File: src/rtl/shift_add_multiplier_if.sv
// Operand/result handshake bundle for shift_add_multiplier (start/busy/done).
// The master drives operands and start; the slave returns busy, done and the product.
interface shift_add_multiplier_if #(
    parameter int WIDTH = 4
);
    logic                 start;
    logic [WIDTH-1:0]     a;
    logic [WIDTH-1:0]     b;
    logic                 busy;
    logic                 done;
    logic [2*WIDTH-1:0]   product;

    modport master (
        output start, a, b,
        input  busy, done, product
    );

    modport slave (
        input  start, a, b,
        output busy, done, product
    );
endinterface

File: src/rtl/shift_add_multiplier.sv
// Sequential unsigned add-and-shift multiplier, one partial product per clock.
// Define EARLY_TERM_EN to finish as soon as the remaining multiplier bits are all zero.
module shift_add_multiplier #(
    parameter int WIDTH = 4
) (
    input  logic                  clk,
    input  logic                  rst,
    shift_add_multiplier_if.slave bus
);
    localparam int PW    = 2 * WIDTH;
    localparam int CNT_W = (WIDTH > 2) ? $clog2(WIDTH) : 1;
    localparam logic [CNT_W-1:0] CNT_LAST = CNT_W'(WIDTH - 1);

    typedef enum logic [1:0] {
        IDLE = 2'd0,
        BUSY = 2'd1,
        DONE = 2'd2
    } state_t;

    state_t            state_reg, state_next;
    logic [PW-1:0]     mcand_reg, mcand_next;
    logic [WIDTH-1:0]  mplr_reg, mplr_next;
    logic [PW-1:0]     acc_reg, acc_next;
    logic [CNT_W-1:0]  cnt_reg, cnt_next;
    logic [PW-1:0]     product_reg, product_next;
    logic              busy_reg, done_reg;

    logic [PW-1:0]     addend;
    logic [PW-1:0]     sum;
    logic [PW-1:0]     carry;
    logic              last_iter;

    assign addend   = mplr_reg[0] ? mcand_reg : '0;
    assign carry[0] = 1'b0;

    // Ripple adder; the carry out of the top bit is always zero and is not formed.
    generate
        for (genvar gi = 0; gi < PW; gi++) begin : g_ripple
            assign sum[gi] = acc_reg[gi] ^ addend[gi] ^ carry[gi];
            if (gi < PW - 1) begin : g_carry
                assign carry[gi+1] = (acc_reg[gi] & addend[gi]) |
                                     (acc_reg[gi] & carry[gi])  |
                                     (addend[gi]  & carry[gi]);
            end
        end
    endgenerate

`ifdef EARLY_TERM_EN
    assign last_iter = (cnt_reg == CNT_LAST) || ((mplr_reg >> 1) == '0);
`else
    assign last_iter = (cnt_reg == CNT_LAST);
`endif

    always_comb begin
        state_next   = state_reg;
        mcand_next   = mcand_reg;
        mplr_next    = mplr_reg;
        acc_next     = acc_reg;
        cnt_next     = cnt_reg;
        product_next = product_reg;
        case (state_reg)
            IDLE: begin
                if (bus.start) begin
                    mcand_next = {{WIDTH{1'b0}}, bus.a};
                    mplr_next  = bus.b;
                    acc_next   = '0;
                    cnt_next   = '0;
                    state_next = BUSY;
                end
            end
            BUSY: begin
                acc_next   = sum;
                mcand_next = mcand_reg << 1;
                mplr_next  = mplr_reg >> 1;
                cnt_next   = cnt_reg + 1'b1;
                if (last_iter) begin
                    product_next = sum;
                    state_next   = DONE;
                end
            end
            DONE: begin
                state_next = IDLE;
            end
            default: begin
                state_next = IDLE;
            end
        endcase
    end

    // busy/done are flopped from the next state so they leave straight from registers.
    always_ff @(posedge clk or posedge rst) begin
        if (rst) begin
            state_reg   <= IDLE;
            mcand_reg   <= '0;
            mplr_reg    <= '0;
            acc_reg     <= '0;
            cnt_reg     <= '0;
            product_reg <= '0;
            busy_reg    <= 1'b0;
            done_reg    <= 1'b0;
        end else begin
            state_reg   <= state_next;
            mcand_reg   <= mcand_next;
            mplr_reg    <= mplr_next;
            acc_reg     <= acc_next;
            cnt_reg     <= cnt_next;
            product_reg <= product_next;
            busy_reg    <= (state_next == BUSY);
            done_reg    <= (state_next == DONE);
        end
    end

    assign bus.busy    = busy_reg;
    assign bus.done    = done_reg;
    assign bus.product = product_reg;
endmodule

File: src/flat_wrapper.sv
// flat-port wrapper written by rule: the top's interface ports become plain ports
module shift_add_multiplier_flat 
#(
    parameter int WIDTH = 4
)
  (clk, rst, bus_start, bus_a, bus_b, bus_busy, bus_done, bus_product);
  shift_add_multiplier_if #(.WIDTH(WIDTH)) bus_i ();
  input  logic clk;
  input  logic rst;
  input wire logic [$bits(bus_i.start)-1:0] bus_start;
  input wire logic [$bits(bus_i.a)-1:0] bus_a;
  input wire logic [$bits(bus_i.b)-1:0] bus_b;
  output wire logic [$bits(bus_i.busy)-1:0] bus_busy;
  output wire logic [$bits(bus_i.done)-1:0] bus_done;
  output wire logic [$bits(bus_i.product)-1:0] bus_product;
  assign bus_i.start = bus_start;
  assign bus_i.a = bus_a;
  assign bus_i.b = bus_b;
  assign bus_busy = bus_i.busy;
  assign bus_done = bus_i.done;
  assign bus_product = bus_i.product;
  shift_add_multiplier #(.WIDTH(WIDTH)) u_core (.clk(clk), .rst(rst), .bus(bus_i));
endmodule
File: config.mk
export PLATFORM = sky130hd
export DESIGN_NAME = shift_add_multiplier_flat
export DESIGN_NICKNAME = d
export VERILOG_FILES = /design/src/rtl/shift_add_multiplier_if.sv /design/src/rtl/shift_add_multiplier.sv /design/src/flat_wrapper.sv
export SDC_FILE = /design/constraint.sdc
export NUM_CORES = 1
export LEC_CHECK = 0
export BUFFER_PORTS_ARGS = -buffer_cell sky130_fd_sc_hd__buf_2
export CAP_MARGIN = 20
export CORE_ASPECT_RATIO = 1.4
export CORE_MARGIN = 2
export CORE_UTILIZATION = 43
export CTS_BUF_LIST = sky130_fd_sc_hd__clkbuf_16
export DETAILED_ROUTE_END_ITERATION = 10
export GPL_TIMING_DRIVEN = 0
export SLEW_MARGIN = 20
export SYNTH_ARGS = -nofsm -noshare
export SYNTH_HDL_FRONTEND = slang
export SYNTH_SLANG_ARGS = --single-unit
File: constraint.sdc
create_clock -name clk -period 3.3 [get_ports clk]
set_input_delay 0.66 -clock clk [delete_from_list [all_inputs] [get_ports clk]]
set_output_delay 0.66 -clock clk [all_outputs]
set_load 0.1 [all_outputs]
**After elaboration in Yosys (flattened, before gate mapping)**

Cells that the tools add are included.

- Muxes and demuxes: 12
- Add/sub/neg operators: 1
- Bitwise logic cells: 46
- Reductions and logical operators: 4
- Eq/ne operators: 5

Operator list:

| operator | number |
|---|---|
| case mux 8 bit (2 select lines) | 2 |
| 2-to-1 mux 8 bit | 3 |
| AND 1 bit | 19 |
| XOR 1 bit | 15 |
| bitwise OR 1 bit | 12 |
| case mux 2 bit (2 select lines) | 2 |
| case mux 4 bit (2 select lines) | 1 |
| 2-to-1 mux 2 bit | 3 |
| equality test 2 x 1 -> 1 bit (second input constant) | 2 |
| equality test 2 bit (second input constant) | 2 |
| 2-to-1 mux 4 bit | 1 |
| AND reduction 2 bit | 2 |
| adder 2 x 1 -> 2 bit (second input constant) | 1 |
| zero test 2 bit | 1 |
| inequality test 2 bit (second input constant) | 1 |
| nonzero test 2 bit | 1 |

- Register bits after elaboration: 34
- Input bits: 11
- Logic and storage cells: 76

**Longest topological paths before layout**

- Depth after elaboration: 22
- Gate-level depth with buffers: 16

**Worst setup path after synthesis**

No wires, ideal clock.

- Path kind: reg2reg
- Start point: register u_core.mplr_reg[0]
- End point: register u_core.product_reg[6] (netlist: u_core.bus.product[6])
- Path buffers: 1
- Slack: 0 ps
- Arrival: 3174 ps
- Period minus slack after synthesis: 3300 ps
- Cell stages (with the launch flop): 15
- Path through: dfrtp_1 > buf_2 > and2_1 > ha_1 > inv_1 > fa_1 > inv_1 > fa_1 > inv_1 > fa_1 > fa_1 > fa_1 > inv_1 > fa_1 > mux2_2

- Cells in the longest elaborated chain, start to end: 18
- Elaborated cells between the ends (all ways): 29
- Those cells by class: 1 x mux; 28 x bitwise

Ends and longest elaborated chain:

| element | RTL line | source |
|---|---|---|
| start: declaration | shift_add_multiplier.sv:22 | `logic [WIDTH-1:0] mplr_reg, mplr_next;` |
| start signal: assignment | shift_add_multiplier.sv:104 | `mplr_reg <= mplr_next;` |
| 2-to-1 mux 8 bit * | shift_add_multiplier.sv:33 | `assign addend = mplr_reg[0] ? mcand_reg : '0;` |
| AND 1 bit | shift_add_multiplier.sv:41 | `assign carry[gi+1] = (acc_reg[gi] & addend[gi]) \|` |
| AND 1 bit | shift_add_multiplier.sv:42 | `(acc_reg[gi] & carry[gi]) \|` |
| bitwise OR 1 bit | shift_add_multiplier.sv:41 |  |
| bitwise OR 1 bit | shift_add_multiplier.sv:42 |  |
| AND 1 bit | shift_add_multiplier.sv:42 |  |
| bitwise OR 1 bit | shift_add_multiplier.sv:41 |  |
| bitwise OR 1 bit | shift_add_multiplier.sv:42 |  |
| (+3 left out) | n/a |  |
| AND 1 bit | shift_add_multiplier.sv:42 |  |
| bitwise OR 1 bit | shift_add_multiplier.sv:41 |  |
| bitwise OR 1 bit | shift_add_multiplier.sv:42 |  |
| AND 1 bit | shift_add_multiplier.sv:42 |  |
| bitwise OR 1 bit | shift_add_multiplier.sv:41 |  |
| bitwise OR 1 bit | shift_add_multiplier.sv:42 |  |
| XOR 1 bit * | shift_add_multiplier.sv:39 | `assign sum[gi] = acc_reg[gi] ^ addend[gi] ^ carry[gi];` |
| via u_core.sum[6] | shift_add_multiplier.sv:29 | `logic [PW-1:0] sum;` |
| end signal: assignment | shift_add_multiplier.sv:107 | `product_reg <= product_next;` |
| end: declaration | shift_add_multiplier.sv:25 | `logic [PW-1:0] product_reg, product_next;` |

The timed path passes the listed nets; every way through them passes the cells marked *.
A chain may end at the register's enable or synchronous reset.

**Final worst setup path**

- Start point: register u_core.mcand_reg[0]
- End point: register u_core.product_reg[6] (netlist: u_core.bus.product[6])

- Cells in the longest elaborated chain, start to end: 18
- Elaborated cells between the ends (all ways): 23
- Those cells by class: 1 x mux; 22 x bitwise

Ends and longest elaborated chain:

| element | RTL line | source |
|---|---|---|
| start: declaration | shift_add_multiplier.sv:21 | `logic [PW-1:0] mcand_reg, mcand_next;` |
| start signal: assignment | shift_add_multiplier.sv:103 | `mcand_reg <= mcand_next;` |
| 2-to-1 mux 8 bit * | shift_add_multiplier.sv:33 |  |
| AND 1 bit * | shift_add_multiplier.sv:41 |  |
| AND 1 bit | shift_add_multiplier.sv:42 |  |
| bitwise OR 1 bit | shift_add_multiplier.sv:41 |  |
| bitwise OR 1 bit * | shift_add_multiplier.sv:42 |  |
| AND 1 bit | shift_add_multiplier.sv:42 |  |
| bitwise OR 1 bit | shift_add_multiplier.sv:41 |  |
| bitwise OR 1 bit * | shift_add_multiplier.sv:42 |  |
| (+3 left out) | n/a |  |
| AND 1 bit | shift_add_multiplier.sv:42 |  |
| bitwise OR 1 bit | shift_add_multiplier.sv:41 |  |
| bitwise OR 1 bit * | shift_add_multiplier.sv:42 |  |
| AND 1 bit | shift_add_multiplier.sv:42 |  |
| bitwise OR 1 bit | shift_add_multiplier.sv:41 |  |
| bitwise OR 1 bit * | shift_add_multiplier.sv:42 |  |
| XOR 1 bit * | shift_add_multiplier.sv:39 |  |
| via u_core.sum[6] | shift_add_multiplier.sv:29 |  |

Marked as above.

==> metrics.txt <==
status completed; Total Power 2.107 mW; Total GRT Usage 0.1824; RR Startpoint u_core.mcand_reg[0]; Fill cells 298; Area growth, synth to finish 21.14%; initial antenna violation count 0; H-Tree Depth 2; Final Max Slew Viols 0; clk_lat worst skew 270 ps; IO buf count 20; cell mode on critical path fa_2; gate count of the mapped netlist 130; ys flop type dfrtp_1; die width 54.56 um; IO Count 21; EDFF count, synth 0; CTS tree built; Synthesized Nets 149; drt total wl 3000 um; WS Path Type flip-flop to flip-flop; Die Y 74.79 um; period utilization 0.9777; first-pass GRT wire length 5092 um; final setup fails 0; CP Buf/Inv Count 4; Setup crit start u_core.mcand_reg[0]; crit path capture type flip-flop; hpwl dp 2085 um; Reg power frac 0.325; CP arrival 3380 ps; min-delay worst type flip-flop to flip-flop; unique cell type count in the Yosys netlist 21; Internal 1.162 mW; GPL Wtd Cong 0.7833; vias 1012; largest net degree at the start of global routing 35; maxcap violations 0; CP delay by family, top adder cells; FF+latch count, synth 34; Sw Ratio 0.4486; GRT overflow 0; ys async rst share 1.000; Std-Cell Core Area 3410 um^2; DR DRC count 0; Critical Path, Cell by Cell and2_4 > ha_2 > inv_1 > fa_2 > inv_2 > fa_2 > inv_2 > fa_2 > fa_2 > fa_2 > inv_2 > fa_1 > mux2_2; VDD IR-drop max 0.6991 mV; initial DRC count 28; combinational share of power 0.475; Slew headroom 0.5267; Sequential Area 850.8 um^2; register area share after synthesis 0.5528; Slowest cell on crit path fa_1; Root Buffer clkbuf_16; synthesized area per cell 11.84 um^2; starting density of the core 0.4514; required time of the critical path 3460 ps; Reg2Reg Setup Slack 70 ps; Pre-antenna DRT Iters 2; largest stage delay on the critical path 420 ps; pwr dens 1130 nW/um^2; endpoints failing hold 0; proportion of layout cells with a drive suffix above 1 0.3291; Worst setup SP type flip-flop; die area 4080 um^2; NumNets Final 177; Slew @ Worst Pin 708.9 ps; Setup Skew 1.311 ps; clock power share 0.200; Clock Sinks 34; multi-input logic area 628.1 um^2; count of hold-fix buffers inserted at cts 0; Crit Path Max Fanout 3; CTS Buf Count 5; diode count 0; P_sw 945.0 uW; Site Rows 25; Reg clk slew, reported paths 50 ps; CTS max path bufs 2; hold path start u_core.bus.product[1]; final antenna-violating net count 0; Post-Syn Area 1539 um^2; FMAX 0.3100 GHz; Place WS -267.6 ps; Setup WS post-layout 73.75 ps; vias in the first global route 1070; RSZ-0062 raised after global routing yes; Yosys warning count 0; drt wl/cell 15.15 um; Via-to-Cell Ratio 5.111; min cycle time layout 3226 ps; static leakage 0.9306 nW
-- tightest hold or removal path, cell delays in order (launching register included) --
cell and delay (ps):
dfrtp_1 330, nand2_1 50, o21ai_1 60
-- power groups by stage --
stage                     Clock, mW  Sequential [mW]  Combinational (mW)
after floorplan                   0             1.01               0.459
after global placement            0            0.675               0.962
after detailed placement          0            0.684               0.984
after CTS                     0.433            0.682                1.02
after global routing          0.446            0.706                1.09
final                         0.421            0.684                1.00
-- repair_timing --
action                                  CTS  global route
pin swaps                                 3             5
hold endpoints to repair                  0             0
endpoints found under the setup margin    4             4
setup buffers                             2             0
gates resized for setup                   8             6
-- path summary, 6_finish.rpt --
path | to | cells after the start
worst max-delay path | u_core.bus.product[6] | 13
worst min-delay path | u_core.bus.product[1] | 2
worst max register to register | u_core.bus.product[6] | 13
worst min register to register | u_core.bus.product[1] | 2
max in group asynchronous | u_core.bus.product[0] | 2
min in group asynchronous | u_core.bus.done | 2
-- metrics by stage --
| step | utilization | cells | hold slack, ps | area, um^2 | TNS, ps |
|---|---|---|---|---|---|
| after CTS | 0.5435 | 199 | 480.9 | 1853 | 0 |
| final | 0.5468 | 198 | 478.1 | 1864 | 0 |
| after detailed placement | 0.4954 | 190 | 469.8 | 1689 | -803.1 |
| after floorplan | - | 130 | 449.7 | 1539 | 0 |
| after global placement | 0.4954 | 190 | 462.8 | 1689 | -643.9 |
| after global routing | 0.5468 | 198 | 517.2 | 1864 | -31.20 |
-- metal layers --
layer,GRT usage,wire (um)
met5,0,0
met4,0.09167,61
met3,0.04365,115
met2,0.3079,1604
met1,0.2114,1218
-- layout make-up --
type                    count  area share
flip-flops and latches     34      0.4564
multi-input cells          78      0.3369
clock buffers               5     0.06711
repair buffers             22     0.06174
well taps                  40     0.02685
plain buffers               6     0.02483
inverters                  11     0.02215
clock inverters             2    0.004027
-- Yosys cell counts (2+ instances only) --
master / n / share of area
dfrtp_1: 34 / 0.55
nand2_1: 22 / 0.054
inv_1: 11 / 0.027
o21ai_1: 11 / 0.036
a22o_1: 10 / 0.057
fa_1: 6 / 0.078
mux2i_1: 6 / 0.039
o21ai_0: 6 / 0.020
buf_4: 4 / 0.020
and2_1: 3 / 0.012
mux2_2: 3 / 0.022
a21oi_1: 2 / 0.0065
buf_2: 2 / 0.0065
ha_1: 2 / 0.016
xnor2_1: 2 / 0.011
-- layout by cell type, fill, tap and decap left out --
cell       synthesis  routed
nor3b_2            1       1
clkbuf_16          0       5
buf_6              1       1
and2_1             3       2
mux2i_1            6       6
o21ai_0            6       6
fa_2               0       5
buf_2              2      21
dfrtp_1           34      34
o21ai_1           11      11
ha_1               2       1
inv_1             11       9
ha_2               0       1
nand3b_4           1       1
and2_4             0       1
a21oi_1            2       2
mux2_2             3       3
nand2b_2           1       1
inv_2              0       4
xnor2_2            0       2
fa_1               6       1
nor2b_1            1       1
o21bai_1           1       1
a22o_1            10      10
buf_4              4       6
nand2_1           22      22
-- kinds of logic after synthesis --
| family | synth area share |
|---|---|
| simple gates | 0.09675 |
| xor+xnor | 0.01138 |
| compound gates | 0.1236 |
| fa+ha+maj | 0.09431 |
| buf+inv | 0.06016 |
| mux | 0.06098 |
| flops | 0.5528 |
Note: power is estimated with default switching activity, not from simulation.
